**src/rtl/processor_trace_buffer_pkg.sv**
```systemverilog
// Shared definitions for the processor trace buffer: trace state encodings,
// entry width and the bit offsets of each field inside rd_data.
// Optional feature macro: TRACE_TIMESTAMP_EN (prepends a cycle timestamp).
package processor_trace_buffer_pkg;

    typedef enum logic [1:0] {
        TR_IDLE  = 2'd0,
        TR_ARMED = 2'd1,
        TR_POST  = 2'd2,
        TR_DONE  = 2'd3
    } trace_state_e;

`ifdef TRACE_TIMESTAMP_EN
    localparam bit TS_EN = 1'b1;
`else
    localparam bit TS_EN = 1'b0;
`endif

    // Full entry width, including the timestamp when it is built in.
    function automatic int entry_width(input int state_w, input int pc_w,
                                       input int data_w, input int ts_w);
        return (TS_EN ? ts_w : 32'sd0) + state_w + pc_w + 32'sd3 * data_w;
    endfunction

    // Field offsets inside an entry; data sits in the LSBs.
    function automatic int off_data(input int data_w);
        return 32'sd0 * data_w;
    endfunction

    function automatic int off_operand(input int data_w);
        return data_w;
    endfunction

    function automatic int off_opcode(input int data_w);
        return 32'sd2 * data_w;
    endfunction

    function automatic int off_pc(input int data_w);
        return 32'sd3 * data_w;
    endfunction

    function automatic int off_state(input int data_w, input int pc_w);
        return 32'sd3 * data_w + pc_w;
    endfunction

    function automatic int off_ts(input int data_w, input int pc_w, input int state_w);
        return 32'sd3 * data_w + pc_w + state_w;
    endfunction

endpackage

```
**src/rtl/processor_trace_buffer_ram.sv**
```systemverilog
// Trace storage: DEPTH x WIDTH simple dual-port array with synchronous write.
// The read port is combinational here; the read register sits in the top so
// that rd_data can be cleared by reset while the array itself is never reset.
module processor_trace_buffer_ram #(
    parameter int DEPTH = 64,
    parameter int WIDTH = 67,
    localparam int AW   = $clog2(DEPTH)
) (
    input  logic             clk,
    input  logic             wr_en,
    input  logic [AW-1:0]    wr_addr,
    input  logic [WIDTH-1:0] wr_data,
    input  logic [AW-1:0]    rd_addr,
    output logic [WIDTH-1:0] rd_data
);

    logic [WIDTH-1:0] mem_r [DEPTH];

    // Write port: store one trace entry per capture.
    always_ff @(posedge clk) begin
        if (wr_en) begin
            mem_r[wr_addr] <= wr_data;
        end
    end

    assign rd_data = mem_r[rd_addr];

endmodule

```
**src/rtl/processor_trace_buffer.sv**
```systemverilog
// Processor trace buffer: captures {[ts,] state, pc, opcode, operand, data}
// into a circular buffer around a PC-match trigger, then replays the stored
// window oldest-first over a valid/ready port.
// Optional feature macro: TRACE_TIMESTAMP_EN (free-running cycle timestamp
// prepended to every entry; the change filter ignores it).
module processor_trace_buffer
    import processor_trace_buffer_pkg::*;
#(
    parameter int DATA_W    = 16,
    parameter int PC_W      = 16,
    parameter int STATE_W   = 3,
    parameter int DEPTH     = 64,
    parameter int POST_TRIG = 16,
    parameter int TS_W      = 16,
    localparam int ENTRY_W  = entry_width(STATE_W, PC_W, DATA_W, TS_W),
    localparam int CNT_W    = $clog2(DEPTH) + 1
) (
    input  logic               clk,
    input  logic               reset,
    input  logic [PC_W-1:0]    pc_in,
    input  logic [STATE_W-1:0] state_in,
    input  logic [DATA_W-1:0]  opcode_in,
    input  logic [DATA_W-1:0]  operand_in,
    input  logic [DATA_W-1:0]  data_in,
    input  logic               arm,
    input  logic               cap_all,
    input  logic               trig_en,
    input  logic [PC_W-1:0]    trig_pc,
    input  logic               trig_force,
    input  logic               rd_ready,
    output logic               rd_valid,
    output logic [ENTRY_W-1:0] rd_data,
    output logic [1:0]         trace_state,
    output logic [CNT_W-1:0]   trace_count,
    output logic               trace_done
);

    localparam int AW     = $clog2(DEPTH);
    localparam int BASE_W = STATE_W + PC_W + 3 * DATA_W;

    localparam logic [AW-1:0]    ZERO_PTR = {AW{1'b0}};
    localparam logic [AW-1:0]    ONE_PTR  = AW'(1);
    localparam logic [AW-1:0]    LAST_PTR = AW'(DEPTH - 1);
    localparam logic [CNT_W-1:0] ZERO_C   = {CNT_W{1'b0}};
    localparam logic [CNT_W-1:0] ONE_C    = CNT_W'(1);
    localparam logic [CNT_W-1:0] DEPTH_C  = CNT_W'(DEPTH);
    localparam logic [CNT_W-1:0] POST_C   = CNT_W'(POST_TRIG);

    trace_state_e        state_r;
    logic [AW-1:0]       wr_ptr_r;
    logic [AW-1:0]       rd_ptr_r;
    logic [CNT_W-1:0]    count_r;
    logic [CNT_W-1:0]    post_cnt_r;
    logic [CNT_W-1:0]    remaining_r;
    logic                wrapped_r;
    logic                first_r;
    logic [BASE_W-1:0]   last_r;
    logic                rd_valid_r;
    logic [ENTRY_W-1:0]  rd_data_r;
    logic                trace_done_r;

    logic [BASE_W-1:0]   fields_s;
    logic [ENTRY_W-1:0]  entry_s;
    logic [ENTRY_W-1:0]  ram_rd_s;
    logic                active_s;
    logic                hit_s;
    logic                cap_s;
    logic                wrap_now_s;
    logic [AW-1:0]       wr_ptr_nxt_s;
    logic                wrapped_nxt_s;
    logic [CNT_W-1:0]    count_nxt_s;
    logic                xfer_s;
    logic                load_s;

    assign fields_s = {state_in, pc_in, opcode_in, operand_in, data_in};

`ifdef TRACE_TIMESTAMP_EN
    logic [TS_W-1:0] ts_r;

    // Free-running cycle timestamp, wraps, counts in every trace state.
    always_ff @(posedge clk or negedge reset) begin
        if (!reset) begin
            ts_r <= {TS_W{1'b0}};
        end else begin
            ts_r <= ts_r + TS_W'(1);
        end
    end

    assign entry_s = {ts_r, fields_s};
`else
    assign entry_s = fields_s;
`endif

    processor_trace_buffer_ram #(
        .DEPTH (DEPTH),
        .WIDTH (ENTRY_W)
    ) u_ram (
        .clk     (clk),
        .wr_en   (cap_s),
        .wr_addr (wr_ptr_r),
        .wr_data (entry_s),
        .rd_addr (rd_ptr_r),
        .rd_data (ram_rd_s)
    );

    // Capture decision, pointer/count next values and readout handshake.
    always_comb begin
        active_s      = (state_r == TR_ARMED) || (state_r == TR_POST);
        hit_s         = (state_r == TR_ARMED) &&
                        (trig_force || (trig_en && (pc_in == trig_pc)));
        cap_s         = active_s &&
                        (cap_all || first_r || (fields_s != last_r) || hit_s);
        wrap_now_s    = (wr_ptr_r == LAST_PTR);
        wr_ptr_nxt_s  = wr_ptr_r + ONE_PTR;
        wrapped_nxt_s = wrapped_r || wrap_now_s;
        count_nxt_s   = (count_r == DEPTH_C) ? count_r : (count_r + ONE_C);
        xfer_s        = rd_valid_r && rd_ready;
        load_s        = (state_r == TR_DONE) && (remaining_r != ZERO_C) &&
                        (!rd_valid_r || rd_ready);
    end

    // Trace FSM: arming, capture, trigger/post-trigger countdown and readout.
    always_ff @(posedge clk or negedge reset) begin
        if (!reset) begin
            state_r      <= TR_IDLE;
            wr_ptr_r     <= ZERO_PTR;
            rd_ptr_r     <= ZERO_PTR;
            count_r      <= ZERO_C;
            post_cnt_r   <= ZERO_C;
            remaining_r  <= ZERO_C;
            wrapped_r    <= 1'b0;
            first_r      <= 1'b0;
            last_r       <= {BASE_W{1'b0}};
            rd_valid_r   <= 1'b0;
            rd_data_r    <= {ENTRY_W{1'b0}};
            trace_done_r <= 1'b0;
        end else begin
            case (state_r)
                TR_IDLE, TR_DONE: begin
                    if (arm) begin
                        // Arm restarts capture and aborts any readout.
                        state_r      <= TR_ARMED;
                        wr_ptr_r     <= ZERO_PTR;
                        rd_ptr_r     <= ZERO_PTR;
                        count_r      <= ZERO_C;
                        post_cnt_r   <= ZERO_C;
                        remaining_r  <= ZERO_C;
                        wrapped_r    <= 1'b0;
                        first_r      <= 1'b1;
                        rd_valid_r   <= 1'b0;
                        trace_done_r <= 1'b0;
                    end else if (state_r == TR_DONE) begin
                        // Prefetch the next entry whenever the output slot frees.
                        if (load_s) begin
                            rd_data_r   <= ram_rd_s;
                            rd_valid_r  <= 1'b1;
                            rd_ptr_r    <= rd_ptr_r + ONE_PTR;
                            remaining_r <= remaining_r - ONE_C;
                        end else if (xfer_s) begin
                            rd_valid_r  <= 1'b0;
                        end
                        if ((remaining_r == ZERO_C) && (!rd_valid_r || xfer_s)) begin
                            trace_done_r <= 1'b1;
                        end
                    end
                end
                TR_ARMED, TR_POST: begin
                    if (cap_s) begin
                        wr_ptr_r  <= wr_ptr_nxt_s;
                        wrapped_r <= wrapped_nxt_s;
                        count_r   <= count_nxt_s;
                        last_r    <= fields_s;
                        first_r   <= 1'b0;
                        if (hit_s) begin
                            post_cnt_r <= POST_C;
                            if (POST_TRIG == 0) begin
                                state_r     <= TR_DONE;
                                rd_ptr_r    <= wrapped_nxt_s ? wr_ptr_nxt_s : ZERO_PTR;
                                remaining_r <= count_nxt_s;
                            end else begin
                                state_r     <= TR_POST;
                            end
                        end else if (state_r == TR_POST) begin
                            post_cnt_r <= post_cnt_r - ONE_C;
                            if (post_cnt_r == ONE_C) begin
                                // Oldest entry is the slot after the newest once wrapped.
                                state_r     <= TR_DONE;
                                rd_ptr_r    <= wrapped_nxt_s ? wr_ptr_nxt_s : ZERO_PTR;
                                remaining_r <= count_nxt_s;
                            end
                        end
                    end
                end
                default: begin
                    state_r <= TR_IDLE;
                end
            endcase
        end
    end

    assign rd_valid    = rd_valid_r;
    assign rd_data     = rd_data_r;
    assign trace_state = state_r;
    assign trace_count = count_r;
    assign trace_done  = trace_done_r;

endmodule

```
**config.mk**
```make
export PLATFORM = sky130hd
export DESIGN_NAME = processor_trace_buffer
export DESIGN_NICKNAME = d
export VERILOG_FILES = /design/src/rtl/processor_trace_buffer_pkg.sv /design/src/rtl/processor_trace_buffer_ram.sv /design/src/rtl/processor_trace_buffer.sv
export SDC_FILE = /design/constraint.sdc
export NUM_CORES = 2
export LEC_CHECK = 0
export CAP_MARGIN = 40
export CELL_PAD_IN_SITES_DETAIL_PLACEMENT = 1
export CELL_PAD_IN_SITES_GLOBAL_PLACEMENT = 2
export CORE_ASPECT_RATIO = 1.1
export CORE_MARGIN = 4
export CORE_UTILIZATION = 52
export DETAILED_ROUTE_END_ITERATION = 7
export PLACE_DENSITY = 0.86
export RECOVER_POWER = 50
export SLEW_MARGIN = 20
export SYNTH_ARGS = -nofsm -noshare
export SYNTH_HDL_FRONTEND = slang
export SYNTH_MEMORY_MAX_BITS = 65536
export SYNTH_SLANG_ARGS = --single-unit
```
**constraint.sdc**
```tcl
create_clock -name clk -period 11.4 [get_ports clk]
set_clock_uncertainty 0.1 [all_clocks]
set_input_delay 2.28 -clock clk [delete_from_list [all_inputs] [get_ports clk]]
set_output_delay 2.28 -clock clk [all_outputs]
set_load 0.05 [all_outputs]
```
==> impl_metrics.toml <==
[outcome]
status = "finished with violations"
failed_checks = "max-capacitance violations, max-slew violations"

[placed_design]
io_buffer_count = 167
hpwl_mm = 278
place_inst = 11300
post-place-ws_ps = 3380
gp_congestion = 0.825

[logic_synthesis]
synth_compound_area_share_pct = 0.380
synth_area_leaders = "edfxtp_1, mux4_2, dfrtp_1"
synth_fp_nets = 6912
synth.distinct_cells = 55
synth_seq_cells = 4461
synth_adder_area_share_pct = 0.0880
ys_seq_area_share_pct = 78.0
synth_flop_cell = "edfxtp_1"
ys_async_sr_fraction_pct = 3.88
post-synth-top-count-cell = "edfxtp_1"
synthMuxAreaShare_pct = 19.5
avgSynthCellArea_um2 = 25.0
synth_top_area_share_pct = 75.5
synth_simple_gate_area_share_pct = 0.683
synth_top_family_by_area = "multiplexers"
netlist_area_um2 = 171000
synth_top_area_cell = "edfxtp_1"
synth_xor_area_share_pct = 0.390
synth_edf_count = 4288
yosys_warnings = 0
synth_cells = 6810
synth_commonest_cells = "edfxtp_1, mux4_2, clkbuf_1, dfrtp_1, mux2_2"

[timing]
rsz0062_at_grt = "false"
finalHoldViolCount = 0
tightest_slew_ps = 5340
setup_viol = 0
fmax_mhz = 109
slew-limit-headroom_pct = -256
tns_ps = 0
finalCriticalPeriod_ps = 9220
finalMaxSlewViolations = 4287
fin_ws_ps = 2180
finalCritPeriodShare_pct = 80.8

[cts]
holdBufCountCts = 0
cts.sinks = 4461
cts.repair.resized = 0
insertion_delay_ps = 1030
cts_tree = "yes"
post-cts-setup-buffers = 0
clockRootBuffer = "clkbuf_16"
clk_pin_slew_ps = 50
htreeDepth = 5
numCtsBuffers = 425
cts_buffer_depth = 4

[setup_path]
worst_setup_path_end_kind = "register"
crit_start = "operand_in[14]"
path_class = "input port to register"
r2r-start = "rd_ptr_r[0]$_DFFE_PN0P_"
ff2ff_setup_slack_ps = 3620
startpoint_type = "input port"
reg2reg_depth = 7
arrival_ps = 9700
rr_endpoint = "rd_data[24]$_DFFE_PN0P_"
worst_ep_required_time_ps = 11880
cp_max_fo = 66

[cells_and_area]
utilization_pct = 59.2
area_delta_synth_final_pct = 13.4
final_cells = 12100
layout-drive-gt1-share_pct = 32.2
nNetsFinal = 7475

[floorplanning]
die_height_um = 609
die_x_um = 554
core_region_area_um2 = 326000
rows = 220
io_pins = 168
floorplan.initialDensity_pct = 52.2
dieArea_um2 = 337000

[detailed_routing]
first_pass_iters = 8
num_vias = 84800
drc = 0
routed_wl_mm = 523
final_antenna_net_count = 0
drt-initial-drc-count = 14400
drt-vias-per-instance = 7.03
wl_per_cell_um = 43.3

[worst_hold_path]
worstHoldStart = "rd_data[17]$_DFFE_PN0P_"
holdPathStages = 1
hold_end = "rd_data[17]$_DFFE_PN0P_"
hold_path.class = "register to register"

[global_route]
grt_max_degree = 164
grt_overflow_total = 0
grt_pass1_wl_mm = 726
first_global_vias = 87800
antenna_found_initial = 38
grtUsageTotal_pct = 31.0

[power_and_ir_drop]
leakage_uw = 0.0587
cellPowerDensity_nw_per_um2 = 216
vdd_drop_max_uv = 194
total_power_uw = 41800

[job]
maxCapViolations = 87
power breakdown:
group | switching [uW] | internal (uW) | leakage (uW) | total [uW]
clock | 6380 | 8000 | 0.00673 | 14400
sequential | 398 | 18700 | 0.0407 | 19100
combinational | 4700 | 3610 | 0.0113 | 8310
total | 11500 | 30300 | 0.0587 | 41800
metal layers:
metal / part of all wire (%) / vias up / routed length, um / track usage, %
met5: 0.029 / - / 152 / 0
met4: 6.4 / 24 / 33300 / 16.6
met3: 12 / 1406 / 60300 / 7.07
met2: 49 / 7438 / 259000 / 50.1
met1: 33 / 45300 / 170000 / 39.7
li1: - / 30700 / - / -
sequential cells by signal (all words and copies together), names as in the netlist:
name,flops
trace_count,7
last_r,67
wr_ptr_r,6
trace_done,1
wrapped_r,1
u_ram.mem_r,4288
trace_state,2
rd_data,67
rd_valid,1
first_r,1
rd_ptr_r,6
post_cnt_r,7
remaining_r,7
how the worst max path moves through the flow:
stage               slack (ps)                             to
finish                    2180  u_ram.mem_r[53][14]$_DFFE_PP_
global route              2050  u_ram.mem_r[16][11]$_DFFE_PP_
CTS                       4310   u_ram.mem_r[1][16]$_DFFE_PP_
detailed placement        3380  u_ram.mem_r[60][33]$_DFFE_PP_
global placement          2940   u_ram.mem_r[19][3]$_DFFE_PP_
floorplan                  640   u_ram.mem_r[54][0]$_DFFE_PP_
critical path, cell delays in order:
cell and delay [ps]:
clkbuf_1 100, clkbuf_1 2320, xor2_1 630, nor4_1 620
nand4_1 270, nor4_1 320, nand2_1 600, nor2_2 240
buf_4 400, nand4bb_1 500, buf_6 240, nor2_4 50
buf_4 350, buf_4 450
cells in the final DEF, fill, tap and decap left out, types with 66 or more instances in the layout:
cell type	synthesis	final
clkbuf_16	0	429
mux4_2	1406	1406
clkbuf_1	216	234
edfxtp_1	4288	4288
xor2_1	66	66
dfrtp_1	173	168
clkdlybuf4s50_1	0	79
mux2_2	138	138
clkinv_1	0	68
clkinv_2	0	70
buf_4	0	164
per-stage QoR:
step	instance area (um^2)	hold slack, ps
global placement	179000	369
floorplan	171000	343
finish	193000	398
detailed placement	179000	384
global route	193000	413
CTS	193000	400
kinds of logic (layout without fill, tap and decap cells):
logic type      count (synthesis)  count (layout)
mux                          1548            1548
fa+ha+maj                      12              12
compound gates                 98              98
other cells                     0              18
flops                        4461            4461
xor+xnor                       76              76
buf+inv                       382            1298
simple gates                  233             233
cell type report:
cell class / instances / area [um^2]
Timing Repair Buffer: 490 / 4440
Inverter: 28 / 105
Multi-Input combinational cell: 1967 / 36400
Fill cell: 26400 / 133000
Clock buffer: 554 / 11400
Clock inverter: 226 / 2420
Tap cell: 4329 / 5420
Sequential cell: 4461 / 133000
Antenna cell: 18 / 45.0
Note: power is estimated with default switching activity, not from simulation.
